File: config.mk
export PLATFORM = sky130hd
export DESIGN_NAME = change_event_logger_flat
export DESIGN_NICKNAME = d
export VERILOG_FILES = /design/src/rtl/change_event_logger_if.sv /design/src/rtl/change_event_logger.sv /design/src/flat_wrapper.sv
export SDC_FILE = /design/constraint.sdc
export NUM_CORES = 1
export LEC_CHECK = 0
export CAP_MARGIN = 25
export CORE_UTILIZATION = 45
export CTS_CLUSTER_SIZE = 20
export DETAILED_ROUTE_END_ITERATION = 6
export GPL_TIMING_DRIVEN = 0
export PLACE_DENSITY = 0.64
export SYNTH_ARGS = -nofsm -noshare
export SYNTH_HDL_FRONTEND = slang
export SYNTH_SLANG_ARGS = --single-unit
File: constraint.sdc
create_clock -name clk -period 10.2 [get_ports clk]
set_input_delay 1.53 -clock clk [delete_from_list [all_inputs] [get_ports clk]]
set_output_delay 1.53 -clock clk [all_outputs]
set_load 0.1 [all_outputs]
File: src/rtl/change_event_logger_if.sv
`default_nettype none
// ============================================================================
//  Module   : change_event_logger_if
//  Brief    : Valid/ready event stream carrying timestamp, change mask and
//             channel snapshot from the change event logger to its consumer.
//  Revision : 1.0  initial release
// ============================================================================
interface change_event_logger_if #(
    parameter int NUM_CH = 4,
    parameter int WIDTH  = 8,
    parameter int TS_W   = 16
);
    logic                    evt_valid;
    logic                    evt_ready;
    logic [TS_W-1:0]         evt_ts;
    logic [NUM_CH-1:0]       evt_mask;
    logic [NUM_CH*WIDTH-1:0] evt_data;

    modport master (
        output evt_valid,
        output evt_ts,
        output evt_mask,
        output evt_data,
        input  evt_ready
    );

    modport slave (
        input  evt_valid,
        input  evt_ts,
        input  evt_mask,
        input  evt_data,
        output evt_ready
    );
endinterface
`default_nettype wire

File: src/rtl/change_event_logger.sv
`default_nettype none
// ============================================================================
//  Module   : change_event_logger
//  Brief    : On-chip trace source: timestamps channel changes (or every cycle
//             in strobe mode) into a FWFT FIFO drained over valid/ready.
//  Revision : 1.0  initial release
// ============================================================================
module change_event_logger #(
    parameter int NUM_CH = 4,
    parameter int WIDTH  = 8,
    parameter int DEPTH  = 16,
    parameter int TS_W   = 16,
    parameter int DROP_W = 8
) (
    input  wire logic                      clk,
    input  wire logic                      rst_n,
    input  wire logic                      mon_en,
    input  wire logic                      strobe_mode,
    input  wire logic [NUM_CH*WIDTH-1:0]   sig_in,
    input  wire logic                      clr_ovf,
    change_event_logger_if.master          evt,
    output logic [$clog2(DEPTH):0]         fifo_count,
    output logic                           overflow,
    output logic [DROP_W-1:0]              drop_cnt
);

    localparam int              c_AW    = $clog2(DEPTH);
    localparam int              c_DW    = NUM_CH * WIDTH;
    localparam int              c_ENT_W = TS_W + NUM_CH + c_DW;
    localparam logic [c_AW:0]   c_FULL  = (c_AW+1)'(DEPTH);

    logic [TS_W-1:0]    r_ts;
    logic [c_DW-1:0]    r_prev;
    logic               r_en_d;
    logic [c_AW-1:0]    r_wr_ptr;
    logic [c_AW-1:0]    r_rd_ptr;
    logic [c_AW:0]      r_count;
    logic               r_overflow;
    logic [DROP_W-1:0]  r_drop_cnt;
    logic [c_ENT_W-1:0] r_mem [DEPTH];

    logic [NUM_CH-1:0]  w_chg;
    logic               w_baseline;
    logic               w_push;
    logic [NUM_CH-1:0]  w_mask;
    logic               w_full;
    logic               w_valid;
    logic               w_pop;
    logic               w_wr;
    logic               w_drop;
    logic [c_ENT_W-1:0] w_head;

    generate
        for (genvar k = 0; k < NUM_CH; k++) begin : g_chg
            assign w_chg[k] = (sig_in[k*WIDTH +: WIDTH] != r_prev[k*WIDTH +: WIDTH]);
        end
    endgenerate

    // A rising enable always logs the full state, whatever the mode.
    assign w_baseline = mon_en & ~r_en_d;
    assign w_push     = w_baseline
                      | (mon_en & r_en_d & strobe_mode)
                      | (mon_en & r_en_d & ~strobe_mode & (|w_chg));
    assign w_mask     = w_baseline ? {NUM_CH{1'b1}} : w_chg;

    assign w_full  = (r_count == c_FULL);
    assign w_valid = (r_count != '0);
    assign w_pop   = w_valid & evt.evt_ready;
    // When full, a same-cycle pop frees the slot the write pointer targets.
    assign w_wr    = w_push & (~w_full | w_pop);
    assign w_drop  = w_push & w_full & ~w_pop;

    always_ff @(posedge clk or negedge rst_n) begin
        if (!rst_n) begin
            r_ts   <= '0;
            r_prev <= '0;
            r_en_d <= 1'b0;
        end else begin
            r_ts   <= r_ts + TS_W'(1);
            r_prev <= sig_in;
            r_en_d <= mon_en;
        end
    end

    always_ff @(posedge clk) begin
        if (w_wr) begin
            r_mem[r_wr_ptr] <= {r_ts, w_mask, sig_in};
        end
    end

    always_ff @(posedge clk or negedge rst_n) begin
        if (!rst_n) begin
            r_wr_ptr <= '0;
            r_rd_ptr <= '0;
            r_count  <= '0;
        end else begin
            if (w_wr) begin
                r_wr_ptr <= r_wr_ptr + c_AW'(1);
            end
            if (w_pop) begin
                r_rd_ptr <= r_rd_ptr + c_AW'(1);
            end
            case ({w_wr, w_pop})
                2'b10:   r_count <= r_count + (c_AW+1)'(1);
                2'b01:   r_count <= r_count - (c_AW+1)'(1);
                default: r_count <= r_count;
            endcase
        end
    end

    // A drop in the clearing cycle wins, leaving a fresh count of one.
    always_ff @(posedge clk or negedge rst_n) begin
        if (!rst_n) begin
            r_overflow <= 1'b0;
            r_drop_cnt <= '0;
        end else if (clr_ovf) begin
            r_overflow <= w_drop;
            r_drop_cnt <= w_drop ? DROP_W'(1) : '0;
        end else if (w_drop) begin
            r_overflow <= 1'b1;
            if (!(&r_drop_cnt)) begin
                r_drop_cnt <= r_drop_cnt + DROP_W'(1);
            end
        end
    end

    assign w_head = w_valid ? r_mem[r_rd_ptr] : '0;

    assign evt.evt_valid = w_valid;
    assign evt.evt_ts    = w_head[c_ENT_W-1 -: TS_W];
    assign evt.evt_mask  = w_head[c_DW +: NUM_CH];
    assign evt.evt_data  = w_head[c_DW-1:0];

    assign fifo_count = r_count;
    assign overflow   = r_overflow;
    assign drop_cnt   = r_drop_cnt;

endmodule
`default_nettype wire

File: src/flat_wrapper.sv
// flat-port wrapper written by rule: the top's interface ports become plain ports
module change_event_logger_flat 
#(
    parameter int NUM_CH = 4,
    parameter int WIDTH  = 8,
    parameter int DEPTH  = 16,
    parameter int TS_W   = 16,
    parameter int DROP_W = 8
)
  (clk, rst_n, mon_en, strobe_mode, sig_in, clr_ovf, fifo_count, overflow, drop_cnt, evt_evt_valid, evt_evt_ts, evt_evt_mask, evt_evt_data, evt_evt_ready);
  change_event_logger_if #(.NUM_CH(NUM_CH), .WIDTH(WIDTH), .TS_W(TS_W)) evt_i ();
  input  wire logic clk;
  input  wire logic rst_n;
  input  wire logic mon_en;
  input  wire logic strobe_mode;
  input  wire logic [NUM_CH*WIDTH-1:0] sig_in;
  input  wire logic clr_ovf;
  output logic [$clog2(DEPTH):0] fifo_count;
  output logic overflow;
  output logic [DROP_W-1:0] drop_cnt;
  output wire logic [$bits(evt_i.evt_valid)-1:0] evt_evt_valid;
  output wire logic [$bits(evt_i.evt_ts)-1:0] evt_evt_ts;
  output wire logic [$bits(evt_i.evt_mask)-1:0] evt_evt_mask;
  output wire logic [$bits(evt_i.evt_data)-1:0] evt_evt_data;
  input wire logic [$bits(evt_i.evt_ready)-1:0] evt_evt_ready;
  assign evt_evt_valid = evt_i.evt_valid;
  assign evt_evt_ts = evt_i.evt_ts;
  assign evt_evt_mask = evt_i.evt_mask;
  assign evt_evt_data = evt_i.evt_data;
  assign evt_i.evt_ready = evt_evt_ready;
  change_event_logger #(.NUM_CH(NUM_CH), .WIDTH(WIDTH), .DEPTH(DEPTH), .TS_W(TS_W), .DROP_W(DROP_W)) u_core (.clk(clk), .rst_n(rst_n), .mon_en(mon_en), .strobe_mode(strobe_mode), .sig_in(sig_in), .clr_ovf(clr_ovf), .evt(evt_i), .fifo_count(fifo_count), .overflow(overflow), .drop_cnt(drop_cnt));
endmodule
==> results.py <==
metrics = {
    "status": {
        "outcome": "complete, no violations",
    },
    "detailed_routing": {
        "viasPerCell": 5.64,
        "drt_iter0_drc": 1635,
        "drc": 0,
        "vias": 16300,
        "wirelength_mm": 79.5,
        "antenna_left": 0,
        "wl_per_cell_microns": 27.5,
        "firstDrtPassIters": 5,
    },
    "finish": {
        "num-nets-final": 1837,
        "multi_input_area_sq_um": 7730,
        "regArea_sq_um": 26800,
        "fillCellCount": 5676,
        "stdcell_count": 2891,
        "drive_gt1_frac": 0.279,
        "syn2layout_area_growth_pct": 18.0,
    },
    "logic_synthesis": {
        "synth-seq-cells": 903,
        "synth_area_per_cell_sq_um": 23.0,
        "yosys_warnings": 0,
        "synth_edf_count": 832,
        "synth_top_flop_cell": "edfxtp_1",
        "synth_cell_type_count": 43,
        "syn_area_sq_um": 34700,
        "netlist_instances": 1507,
        "mappedNetlistNets": 1556,
        "seq_area_frac_synth": 0.770,
        "ys_async_sr_fraction": 0.0786,
    },
    "floorplanning": {
        "rows": 101,
        "boundaryPins": 105,
        "die_h_microns": 280,
        "die_area_sq_um": 78300,
        "dieWidth_microns": 280,
        "floorplan.initialDensity": 0.456,
        "core_sq_um": 76200,
    },
    "timing": {
        "hold_viol_final": 0,
        "drv_slew": 0,
        "fmax_ghz": 0.161,
        "post-route-period-util": 0.610,
        "rsz0062_at_grt": "false",
        "tightest_slew_ps": 1040,
        "finalSetupViolations": 0,
        "fin_crit_ps": 6220,
        "clock_skew_ps": 25.6,
        "slew_headroom": 0.300,
        "whs_ps": 517,
    },
    "place": {
        "dp.cells": 2730,
        "place.gp.congestion": 0.723,
        "portBuffers": 103,
        "hpwl_mm": 51.2,
    },
    "clock_network": {
        "cts_buffer_depth": 3,
        "cts-root-buf": "clkbuf_16",
        "clk_latency_ps": 640,
        "cts_resized": 0,
        "post_cts_buffers": 0,
        "cts_htree_levels": 3,
        "cts_tree": "done",
        "cts_hold_buffers": 0,
        "numCtsBuffers": 86,
        "cts_sinks": 903,
        "cts.reportedPaths.clkPinSlew_ps": 70,
    },
    "global_route": {
        "grt_pass1_wl_mm": 116,
        "antenna_found_initial": 2,
        "grt_pass1_vias": 17100,
        "overflow": 0,
        "grt_max_degree": 41,
        "track_usage": 0.208,
    },
    "setup_path": {
        "critPathBufInv": 4,
        "startpoint_type": "flip-flop",
        "ff2ff_path_depth": 9,
        "crit_required_ps": 8670,
        "path_max_fanout": 10,
        "r2r_start": "u_core.r_prev[28]$_DFF_PN0_",
        "worstPathArrival_ps": 4690,
        "cp_top_family": "buffers and inverters",
        "rrSetupSlack_ps": 6220,
        "path_cells": "clkbuf_1, clkbuf_1, buf_2, mux4_2, mux4_2, and2_1, clkdlybuf4s50_1",
        "path_class": "flip-flop to output pin",
        "crit_path_max_incr_delay_ps": 960,
        "cp_slowest_cell": "clkdlybuf4s50_1",
        "path_depth": 7,
        "r2r-end": "u_core.r_mem[6][29]$_DFFE_PP_",
        "cp-end-kind": "output pin",
    },
    "power": {
        "swShare": 0.378,
        "p_seq_frac": 0.348,
        "power.switching_mw": 4.85,
        "power_frac_comb": 0.409,
        "internal-power_mw": 7.98,
        "p_per_area_nw_per_um2": 313,
        "vdd_drop_max_uv": 413,
        "power.leakage_nw": 13.1,
        "p_clk_frac": 0.243,
    },
    "hold_path": {
        "hold_class": "flip-flop to flip-flop",
        "whs_endpoint": "u_core.overflow$_DFFE_PN0P_",
        "hp-start": "u_core.overflow$_DFFE_PN0P_",
        "whs_path_depth": 2,
    },
    "flow_run": {
        "maxCapViolCount": 0,
    },
}
kinds of logic (layout without fill, tap and decap cells):
logic type | count (synthesis) | in the layout | share of synthesized area
other | 0 | 1 | 0
buffers and inverters | 85 | 438 | 0.0101
adders and majority gates | 11 | 11 | 0.00418
AOI/OAI and AO/OA | 23 | 23 | 0.00483
muxes | 265 | 265 | 0.170
and+or+nand+nor | 164 | 164 | 0.0263
xor gates and xnor gates | 56 | 56 | 0.0141
DFF | 903 | 903 | 0.770
state kept, by name (all words and copies together), names as in the netlist:
name               flops
u_core.drop_cnt        8
u_core.fifo_count      5
u_core.overflow        1
u_core.r_en_d          1
u_core.r_mem         832
u_core.r_prev         32
u_core.r_rd_ptr        4
u_core.r_ts           16
u_core.r_wr_ptr        4
metal layers:
layer / track usage / wire length, microns / up-vias
met5: 0 / 11 / -
met4: 0.0617 / 1770 / 2
met3: 0.0319 / 4120 / 109
met2: 0.351 / 40800 / 518
met1: 0.282 / 32800 / 8789
li1: - / - / 6875
power by group through the flow:
stage | sequential, mW | combinational [mW] | clock [mW]
global placement | 4.63 | 5.11 | 0
detailed placement | 4.55 | 5.31 | 0
global route | 4.49 | 5.48 | 3.30
finish | 4.47 | 5.25 | 3.11
CTS | 4.47 | 5.33 | 3.17
floorplan | 4.63 | 3.69 | 0
through the flow:
| stage | setup TNS (ps) | instance area (sq um) | total power [mW] | util | worst slack [ps] |
|---|---|---|---|---|---|
| 6_report | 0 | 41000 | 12.8 | 0.538 | 3980 |
| 5_1_grt | 0 | 41000 | 13.3 | 0.538 | 3840 |
| 2_1_floorplan | 0 | 34700 | 8.31 | - | 1900 |
| 3_5_place_dp | 0 | 38200 | 9.86 | 0.502 | 4230 |
| 3_3_place_gp | -1752940 | 37100 | 9.74 | 0.486 | -6920 |
| 4_1_cts | 0 | 41000 | 13.0 | 0.538 | 3970 |
how the worst max path moves through the flow:
stage	start	endpoint	slack (ps)
global route	u_core.r_rd_ptr[0]$_DFFE_PN0P_	evt_evt_ts[9]	3840
CTS	u_core.r_rd_ptr[0]$_DFFE_PN0P_	evt_evt_mask[0]	3970
global placement	sig_in[27]	u_core.r_mem[3][27]$_DFFE_PP_	-6920
detailed placement	sig_in[28]	u_core.r_mem[6][29]$_DFFE_PP_	4230
finish	u_core.r_rd_ptr[0]$_DFFE_PN0P_	evt_evt_mask[0]	3980
floorplan	sig_in[15]	u_core.r_mem[3][0]$_DFFE_PP_	1900
layout make-up:
type	instances	share of cell area
Sequential cell	903	0.653
Inverter	11	0.00101
Multi-Input combinational cell	519	0.189
Antenna cell	1	0.0000610
Clock buffer	125	0.0605
Buffer	74	0.00754
Tap cell	1030	0.0314
Timing Repair Buffer	193	0.0514
Clock inverter	35	0.00671
cell usage in the layout (no fill, tap or decap), types with 17 or more instances in the layout:
cell             instances
dfrtp_1                 71
and2_1                  53
nand2_1                 25
clkbuf_16               88
mux4_2                 260
clkdlybuf4s50_1        102
buf_6                   17
clkbuf_1                56
xnor2_1                 25
edfxtp_1               832
buf_2                   24
xor2_1                  31
buf_4                   48
worst register-to-register path, cell delays in order, from the launching register on:
cell	delay (ps)
dfrtp_1	370
xor2_1	160
nor4_1	660
nand2_1	430
o31a_1	500
nand2_1	400
buf_2	520
nor3_2	280
buf_6	230
buf_4	200
synth_stat cells (2+ instances only):
master     count  share of area
xor2_1        31         0.0078
a31o_1         2        0.00050
nand4_1        8         0.0014
ha_1          10         0.0036
nand2b_1       3        0.00054
inv_1         11         0.0012
a21oi_1        5        0.00072
dfrtp_1       71          0.051
buf_1         16         0.0017
clkbuf_1      34         0.0037
edfxtp_1     832           0.72
o2bb2ai_1      2        0.00050
or4_1          3        0.00065
o31ai_1        3        0.00065
nor4_1         7         0.0013
nand2_1       25         0.0027
nor2b_1        2        0.00036
mux2i_1        4         0.0012
nand3_1       16         0.0023
and3_1         5        0.00090
o311ai_1       2        0.00050
mux4_2       260           0.17
nor3_1         3        0.00043
and2_1        53         0.0095
nand3b_1       6         0.0013
nor4b_1        5         0.0013
buf_2         24         0.0035
o21ai_0        2        0.00029
or3_1          3        0.00054
nor2_1        22         0.0024
xnor2_1       25         0.0063
(Power assumes the default switching activity.)
